--- src/rtl/alu_seq_core.sv ---
// Sequential ALU core: start/busy/done handshake, {N,V,C,Z} flags, shift-add multiply
// and a DEPTH-entry newest-first result history.
module alu_seq_core #(
  parameter int WIDTH = 8,
  parameter int DEPTH = 4
) (
  input  logic                     btnC,
  input  logic                     btnU,
  input  logic                     start,
  input  logic [3:0]               op,
  input  logic [WIDTH-1:0]         a,
  input  logic [WIDTH-1:0]         b,
  input  logic                     store,
  input  logic                     clear,
  input  logic [$clog2(DEPTH)-1:0] rd_idx,
  output logic                     busy,
  output logic                     done,
  output logic [WIDTH-1:0]         y,
  output logic [3:0]               flags,
  output logic [WIDTH-1:0]         hist,
  output logic [$clog2(DEPTH):0]   hist_cnt
);

  localparam int AW = $clog2(DEPTH);
  localparam int CW = $clog2(WIDTH + 1);

  localparam logic [1:0] S_IDLE = 2'd0;
  localparam logic [1:0] S_EXEC = 2'd1;
  localparam logic [1:0] S_MUL  = 2'd2;
  localparam logic [1:0] S_DONE = 2'd3;

  localparam logic [3:0] OP_ADD  = 4'h0;
  localparam logic [3:0] OP_SUB  = 4'h1;
  localparam logic [3:0] OP_SHL  = 4'h2;
  localparam logic [3:0] OP_SHR  = 4'h3;
  localparam logic [3:0] OP_AND  = 4'h4;
  localparam logic [3:0] OP_OR   = 4'h5;
  localparam logic [3:0] OP_XOR  = 4'h6;
  localparam logic [3:0] OP_NAND = 4'h7;
  localparam logic [3:0] OP_NOR  = 4'h8;
  localparam logic [3:0] OP_XNOR = 4'h9;
  localparam logic [3:0] OP_NOT  = 4'hA;
  localparam logic [3:0] OP_NEG  = 4'hB;
  localparam logic [3:0] OP_MUL  = 4'hC;

  localparam logic [CW-1:0]    MUL_LAST  = CW'(WIDTH);
  localparam logic [AW:0]      HIST_FULL = (AW + 1)'(DEPTH);
  localparam logic [WIDTH-1:0] W_MIN     = {1'b1, {(WIDTH - 1){1'b0}}};

  logic [1:0]         r_state;
  logic [WIDTH-1:0]   r_a;
  logic [WIDTH-1:0]   r_b;
  logic [3:0]         r_op;
  logic               r_store;
  logic [2*WIDTH-1:0] r_mcand;
  logic [WIDTH-1:0]   r_mplier;
  logic [2*WIDTH-1:0] r_acc;
  logic [CW-1:0]      r_cnt;
  logic [WIDTH-1:0]   r_y;
  logic [3:0]         r_flags;
  logic               r_busy;
  logic               r_done;
  logic [WIDTH-1:0]   r_mem [DEPTH];
  logic [AW-1:0]      r_wr_ptr;
  logic [AW:0]        r_hist_cnt;

  logic [WIDTH:0]     w_sum;
  logic [WIDTH:0]     w_diff;
  logic [WIDTH-1:0]   w_alu_y;
  logic               w_alu_c;
  logic               w_alu_v;
  logic [WIDTH-1:0]   w_res_y;
  logic               w_res_c;
  logic               w_res_v;
  logic [3:0]         w_res_flags;
  logic               w_mul_last;
  logic               w_finish;
  logic [2*WIDTH-1:0] w_acc_next;
  logic [AW-1:0]      w_rd_ptr;

  always_comb begin
    w_sum   = {1'b0, r_a} + {1'b0, r_b};
    w_diff  = {1'b0, r_a} + {1'b0, ~r_b} + {{WIDTH{1'b0}}, 1'b1};
    w_alu_y = {WIDTH{1'b0}};
    w_alu_c = 1'b0;
    w_alu_v = 1'b0;
    case (r_op)
      OP_ADD: begin
        w_alu_y = w_sum[WIDTH-1:0];
        w_alu_c = w_sum[WIDTH];
        w_alu_v = (r_a[WIDTH-1] == r_b[WIDTH-1]) && (w_sum[WIDTH-1] != r_a[WIDTH-1]);
      end
      OP_SUB: begin
        w_alu_y = w_diff[WIDTH-1:0];
        w_alu_c = w_diff[WIDTH];
        w_alu_v = (r_a[WIDTH-1] != r_b[WIDTH-1]) && (w_diff[WIDTH-1] != r_a[WIDTH-1]);
      end
      OP_SHL: begin
        w_alu_y = {r_a[WIDTH-2:0], 1'b0};
        w_alu_c = r_a[WIDTH-1];
      end
      OP_SHR: begin
        w_alu_y = {1'b0, r_a[WIDTH-1:1]};
        w_alu_c = r_a[0];
      end
      OP_AND:  w_alu_y = r_a & r_b;
      OP_OR:   w_alu_y = r_a | r_b;
      OP_XOR:  w_alu_y = r_a ^ r_b;
      OP_NAND: w_alu_y = ~(r_a & r_b);
      OP_NOR:  w_alu_y = ~(r_a | r_b);
      OP_XNOR: w_alu_y = ~(r_a ^ r_b);
      OP_NOT:  w_alu_y = ~r_a;
      OP_NEG: begin
        w_alu_y = ~r_a + {{(WIDTH - 1){1'b0}}, 1'b1};
        w_alu_v = (r_a == W_MIN);
      end
      default: w_alu_y = {WIDTH{1'b0}};
    endcase
  end

  // MUL results come from the accumulator; carry flags any product bit beyond the result width
  always_comb begin
    if (r_state == S_MUL) begin
      w_res_y = r_acc[WIDTH-1:0];
      w_res_c = |r_acc[2*WIDTH-1:WIDTH];
      w_res_v = 1'b0;
    end else begin
      w_res_y = w_alu_y;
      w_res_c = w_alu_c;
      w_res_v = w_alu_v;
    end
  end

  assign w_res_flags = {w_res_y[WIDTH-1], w_res_v, w_res_c, (w_res_y == {WIDTH{1'b0}})};
  assign w_mul_last  = (r_cnt == MUL_LAST);
  assign w_finish    = (r_state == S_EXEC) || ((r_state == S_MUL) && w_mul_last);
  assign w_acc_next  = r_mplier[0] ? (r_acc + r_mcand) : r_acc;

  always_ff @(posedge btnC or posedge btnU) begin
    if (btnU) begin
      r_state  <= S_IDLE;
      r_a      <= {WIDTH{1'b0}};
      r_b      <= {WIDTH{1'b0}};
      r_op     <= 4'h0;
      r_store  <= 1'b0;
      r_mcand  <= {(2 * WIDTH){1'b0}};
      r_mplier <= {WIDTH{1'b0}};
      r_acc    <= {(2 * WIDTH){1'b0}};
      r_cnt    <= {CW{1'b0}};
      r_y      <= {WIDTH{1'b0}};
      r_flags  <= 4'h0;
      r_busy   <= 1'b0;
      r_done   <= 1'b0;
    end else begin
      r_done <= 1'b0;
      case (r_state)
        S_IDLE: begin
          if (start) begin
            r_a      <= a;
            r_b      <= b;
            r_op     <= op;
            r_store  <= store;
            r_busy   <= 1'b1;
            r_mcand  <= {{WIDTH{1'b0}}, a};
            r_mplier <= b;
            r_acc    <= {(2 * WIDTH){1'b0}};
            r_cnt    <= {CW{1'b0}};
            r_state  <= (op == OP_MUL) ? S_MUL : S_EXEC;
          end else begin
            r_state <= S_IDLE;
          end
        end
        S_EXEC: begin
          r_y     <= w_res_y;
          r_flags <= w_res_flags;
          r_busy  <= 1'b0;
          r_done  <= 1'b1;
          r_state <= S_DONE;
        end
        // WIDTH shift-add iterations, then one more cycle to publish the product
        S_MUL: begin
          if (w_mul_last) begin
            r_y     <= w_res_y;
            r_flags <= w_res_flags;
            r_busy  <= 1'b0;
            r_done  <= 1'b1;
            r_state <= S_DONE;
          end else begin
            r_acc    <= w_acc_next;
            r_mcand  <= {r_mcand[2*WIDTH-2:0], 1'b0};
            r_mplier <= {1'b0, r_mplier[WIDTH-1:1]};
            r_cnt    <= r_cnt + {{(CW - 1){1'b0}}, 1'b1};
          end
        end
        S_DONE:  r_state <= S_IDLE;
        default: begin
          r_busy  <= 1'b0;
          r_state <= S_IDLE;
        end
      endcase
    end
  end

  // clear takes priority over a history write landing on the same edge
  always_ff @(posedge btnC or posedge btnU) begin
    if (btnU) begin
      for (int i = 0; i < DEPTH; i++) r_mem[i] <= {WIDTH{1'b0}};
      r_wr_ptr   <= {AW{1'b0}};
      r_hist_cnt <= {(AW + 1){1'b0}};
    end else if (clear) begin
      for (int i = 0; i < DEPTH; i++) r_mem[i] <= {WIDTH{1'b0}};
      r_wr_ptr   <= {AW{1'b0}};
      r_hist_cnt <= {(AW + 1){1'b0}};
    end else if (w_finish && r_store) begin
      r_mem[r_wr_ptr] <= w_res_y;
      r_wr_ptr        <= r_wr_ptr + AW'(1);
      r_hist_cnt      <= (r_hist_cnt == HIST_FULL) ? r_hist_cnt
                                                   : r_hist_cnt + {{AW{1'b0}}, 1'b1};
    end else begin
      r_wr_ptr   <= r_wr_ptr;
      r_hist_cnt <= r_hist_cnt;
    end
  end

  assign w_rd_ptr = r_wr_ptr - AW'(1) - rd_idx;

  always_comb begin
    if ({1'b0, rd_idx} < r_hist_cnt) begin
      hist = r_mem[w_rd_ptr];
    end else begin
      hist = {WIDTH{1'b0}};
    end
  end

  assign busy     = r_busy;
  assign done     = r_done;
  assign y        = r_y;
  assign flags    = r_flags;
  assign hist_cnt = r_hist_cnt;

endmodule

--- config.mk ---
export PLATFORM = sky130hd
export DESIGN_NAME = alu_seq_core
export DESIGN_NICKNAME = d
export VERILOG_FILES = /design/src/rtl/alu_seq_core.sv
export SDC_FILE = /design/constraint.sdc
export NUM_CORES = 1
export LEC_CHECK = 0
export CORE_ASPECT_RATIO = 1.25
export CORE_UTILIZATION = 60
export CTS_CLUSTER_DIAMETER = 50
export DETAILED_ROUTE_END_ITERATION = 6
export GPL_TIMING_DRIVEN = 0
export PLACE_DENSITY = 0.86
export SLEW_MARGIN = 20
export SYNTH_ARGS = -nofsm -noshare
export SYNTH_HDL_FRONTEND = slang
export SYNTH_SLANG_ARGS = --single-unit
--- constraint.sdc ---
create_clock -name btnC -period 4.1 [get_ports btnC]
set_input_delay 0.41 -clock btnC [delete_from_list [all_inputs] [get_ports btnC]]
set_output_delay 0.41 -clock btnC [all_outputs]
set_load 0.05 [all_outputs]
## Yosys cells after proc, flatten, opt, wreduce, memory -nomap -nowiden

Cells that the tools add are included.

- Flip-flop bits (word level): 118
- Input bits: 27
- Output and inout port bits: 25
- Word-level logic and storage cells: 136

- Add/subtract/negate cells: 10
- Order comparisons: 4
- Equality and inequality tests: 27
- Muxes and demuxes: 46
- Bitwise logic cells: 10
- Reduce and logical (&&, ||, !) cells: 20

Operators by type and width:

| kind | number |
|---|---|
| 8-bit case mux with 12 select lines | 1 |
| 16-bit 2-to-1 mux | 5 |
| 32-bit 2-to-1 mux | 2 |
| 8-bit 2-to-1 mux | 8 |
| 16-bit case mux with 2 select lines | 2 |
| 8-bit NOT | 5 |
| 32-bit bitwise mux | 1 |
| 8-bit case mux with 2 select lines | 2 |
| 4-bit == test, second input constant | 6 |
| 8-bit by 8-bit adder with 9-bit output | 2 |
| 16-bit adder | 1 |
| 8-bit binary-select mux with 2-bit select | 1 |
| 8-bit demux with 2-bit select | 1 |
| 4-bit by 3-bit == test with 1-bit output, second input constant | 4 |
| 4-bit case mux with 2 select lines | 2 |
| 4-bit 2-to-1 mux | 3 |
| 2-bit 2-to-1 mux | 5 |
| 2-bit inequality test, second input constant | 5 |
| 9-bit by 1-bit adder with 9-bit output, second input constant | 1 |
| 3-bit 2-to-1 mux | 3 |
| 8-bit by 1-bit adder with 8-bit output, second input constant | 1 |
| 8-bit bitwise AND | 1 |
| 4-bit by 2-bit == test with 1-bit output, second input constant | 2 |
| 8-bit == test, second input constant | 1 |
| other kinds (33) | 52 |

## Depth between registers and ports, before layout

- Depth after elaboration: 9
- Depth in mapped cells: 12
- Gate-level depth less buffers: 11

## Least setup slack after synthesis

OpenSTA, ideal clock, no wires.

- Path kind: input port to output port
- Start point: in rd_idx[0]
- End point: out hist[0]
- Data arrival time: 2.445 ns
- Required time: 3.690 ns
- Setup slack: 1.245 ns
- Stages: 6
- Buffers on the path: 0
- Cells stage by stage: inv_1 ha_1 xnor2_1 xnor2_1 mux4_2 nor2b_1

- Word-level cells in the longest chain between the ends: 6
- Elaborated cells on any way between the ends: 7
- Those cells by class: 1 x add/sub; 1 x order compare; 4 x mux; 1 x bitwise

RTL lines:

| item | line | source |
|---|---|---|
| start, declared | 15 | `input logic [$clog2(DEPTH)-1:0] rd_idx,` |
| 2-bit subtractor | 225 | `assign w_rd_ptr = r_wr_ptr - AW'(1) - rd_idx;` |
| 2-bit NOT with 3-bit output (implied by the code) | 229 | `hist = r_mem[w_rd_ptr];` |
| 8-bit binary-select mux with 2-bit select | 229 |  |
| 8-bit 2-to-1 mux (implied by the code) (2 in series) | 229 |  |
| 8-bit 2-to-1 mux * | 228 | `if ({1'b0, rd_idx} < r_hist_cnt) begin` |
| end, declared | 20 | `output logic [WIDTH-1:0] hist,` |

Every way passes the cells marked *; elsewhere a longest branch is shown, timed or not. The select of a mux whose other input is x is not followed.

## Worst setup path after layout

- Start point: in rd_idx[0]
- End point: out hist[2]

The elaborated chain is that of the path after synthesis.

==> metrics.cfg <==
[run_status]
status = completed

[place]
hpwl_mm = 16.3
gp_congestion = 0.995
dp_cells = 1071
io_buffer_count = 50

[worst_setup_path]
crit_start = rd_idx[0]
cp-start-kind = primary input
r2r_setup_slack_ns = 0.55
r2r_end = r_mem[7]$_DFFE_PP0P_
path_max_fanout = 8
arrival_ns = 3.32
reg2reg_depth = 10
required_ns = 3.69
reg2reg_from = r_a[1]$_DFFE_PP0P_
crit_end = hist[2]
endpoint_kind = output pin
critical_path_class = primary input to output pin

[timing]
fmaxAchievable_ghz = 0.268
fin_skew_ns = 0.00612
max_slew_margin_pct = 36.0
rsz0062_at_grt = false
finalSetupViolCount = 0
hold_viol = 0
tightest_slew_ns = 0.959
finalCritPeriodShare_pct = 91.0
min_period_ns = 3.73
slew_violations = 0

[clock_tree]
hold_buffers = 0
cts_tree = built
cts_buffer_depth = 2
root_buffer = clkbuf_16
cts_buffers = 17
cts.clk_slew.worst_paths_ns = 0.06
clkSinkCount = 117
clk_latency_ns = 0.42
post_cts_buffers = 0
cts_resized = 0
h-tree-depth = 4

[drt]
wire_per_inst_um = 20.7
drc = 0
via_per_inst = 6.60
ant_nets = 0
totalWireLength_mm = 22.9
drtIter0Drc = 857
vias = 7276
first_pass_iters = 6

[yosys]
synth_cells = 852
synthArstFlopShare_pct = 100
synthFlopType = dfrtp_1
synth.avg_cell_area_um2 = 9.32
ys_types = 78
synth_top_area_share_pct = 36.9
synth-seq-cells = 117
yosysTopAreaCell = dfrtp_1
ys_seq_area_share_pct = 36.9
syn-cell-area_mm2 = 0.00794
ys_warn_count = 0
synth.area.top_cells = dfrtp_1, ha_1, nand2_1
syn_nets = 936
synth_edf_count = 0

[cells_and_area]
areaGrowthSynthToFinish_pct = 17.4
drive_gt1_share_pct = 11.6
layoutNonFillerInstCount = 1103
final_common_cell = nand2_1
diodes = 0
final_cell_mix = nand2_1, dfrtp_1, a21oi_1, ha_1, clkdlybuf4s50_1
nets = 1006

[die]
num_io_pins = 52
start_util_pct = 62.1
row_count = 46
fp.dieW_um = 105
die_height_um = 131
die_area_mm2 = 0.0137
core_area_mm2 = 0.0128

[power_and_ir_drop]
p_per_area_mw_per_mm2 = 908
vdd_drop_max_uv = 708
leakage_nw = 4.08
power_w = 0.00846

[grt]
grt_pass1_wl_mm = 36.4
grtUsageTotal_pct = 34.7
grt_max_degree = 69
grt_pass1_vias = 6999
overflow = 0
antenna_found_initial = 0

[run]
max_cap_viol_count = 0

[min_path]
min-delay-path-class = primary input to asynchronous set/reset pin

state kept, by name (all words and copies together), names as in the netlist, 4 cells and up:
signal    count
r_acc        16
r_cnt         4
r_mcand      16
y             8
r_op          4
r_a           8
r_b           8
r_mem        32
r_mplier      8
area by class of cell:
| class | count | area, um^2 |
|---|---|---|
| fill | 923 | 3460 |
| multi-input combinational | 644 | 4620 |
| timing repair buffer | 51 | 528 |
| inverter | 44 | 170 |
| sequential | 117 | 2930 |
| buffer | 47 | 241 |
| clock buffer | 20 | 447 |
| tap | 168 | 210 |
| clock inverter | 12 | 175 |
worst min-delay path by stage:
stage                                 start                 endpoint  slack, ns
finish                                 btnU         y[7]$_DFFE_PP0P_       0.40
global route                           btnU         y[7]$_DFFE_PP0P_       0.45
CTS                                    btnU         y[7]$_DFFE_PP0P_       0.42
detailed placement         y[6]$_DFFE_PP0P_         y[6]$_DFFE_PP0P_       0.46
global placement           y[6]$_DFFE_PP0P_         y[6]$_DFFE_PP0P_       0.46
floorplan           r_mplier[1]$_DFFE_PP0P_  r_mplier[1]$_DFFE_PP0P_       0.45
cells in the mapped netlist (all sizes together) (5+ instances only):
library cell  number
nand2            119
dfrtp            117
a21oi             69
ha                54
inv               44
nor2              43
o21ai             43
buf               32
mux2i             28
a22o              25
mux2              24
xnor2             20
nor2b             18
nor3              17
clkbuf            15
a211oi            14
nand3             14
a21o              10
nor4               9
a31oi              8
mux4               8
a22oi              7
o21bai             7
xor2               7
and2               6
o22ai              6
o31ai              6
a221o              5
nand4              5
or3                5
cells by family after synthesis:
kind of cell               Yosys count  synth area share [%]
and+or+nand+nor                    260                  15.6
DFF                                117                  36.9
muxes                               60                  9.21
adders and majority gates           57                  9.27
AOI/OAI and AO/OA                  240                  21.0
xor gates and xnor gates            27                  2.98
buffers and inverters               91                  5.12
power by group:
group / internal [W] / switching (W)
registers: 0.00152 / 0.000456
clock network: 0.00103 / 0.000555
logic: 0.00182 / 0.00307
worst max-delay path, stage by stage:
cell and delay (ns):
clkdlybuf4s50_1 0.50, inv_1 0.06, ha_1 0.20, xnor2_1 0.15
xnor2_2 0.54, mux4_2 0.60, nor2b_1 0.14, clkdlybuf4s50_1 0.72
per-layer routing:
layer / vias up / track usage, % / wire [um]
met1: 3474 / 41.8 / 8660
met5: - / 0 / 0
met4: 0 / 16.7 / 993
met2: 448 / 60.3 / 11200
li1: 3251 / - / -
met3: 103 / 6.99 / 1970
stage by stage:
step	hold WS (ns)	setup WS, ns	setup TNS [ns]	instance area [um^2]	utilization (%)
2_1_floorplan	0.450	0.589	0	7940	-
3_3_place_gp	0.459	-1.01	-116.80	8650	67.7
3_5_place_dp	0.463	0.00490	0	8680	67.9
4_1_cts	0.424	0.0176	0	9300	72.8
5_1_grt	0.446	0.247	0	9320	72.9
6_report	0.401	0.369	0	9320	72.9
Power figures use the tool's default switching activity.
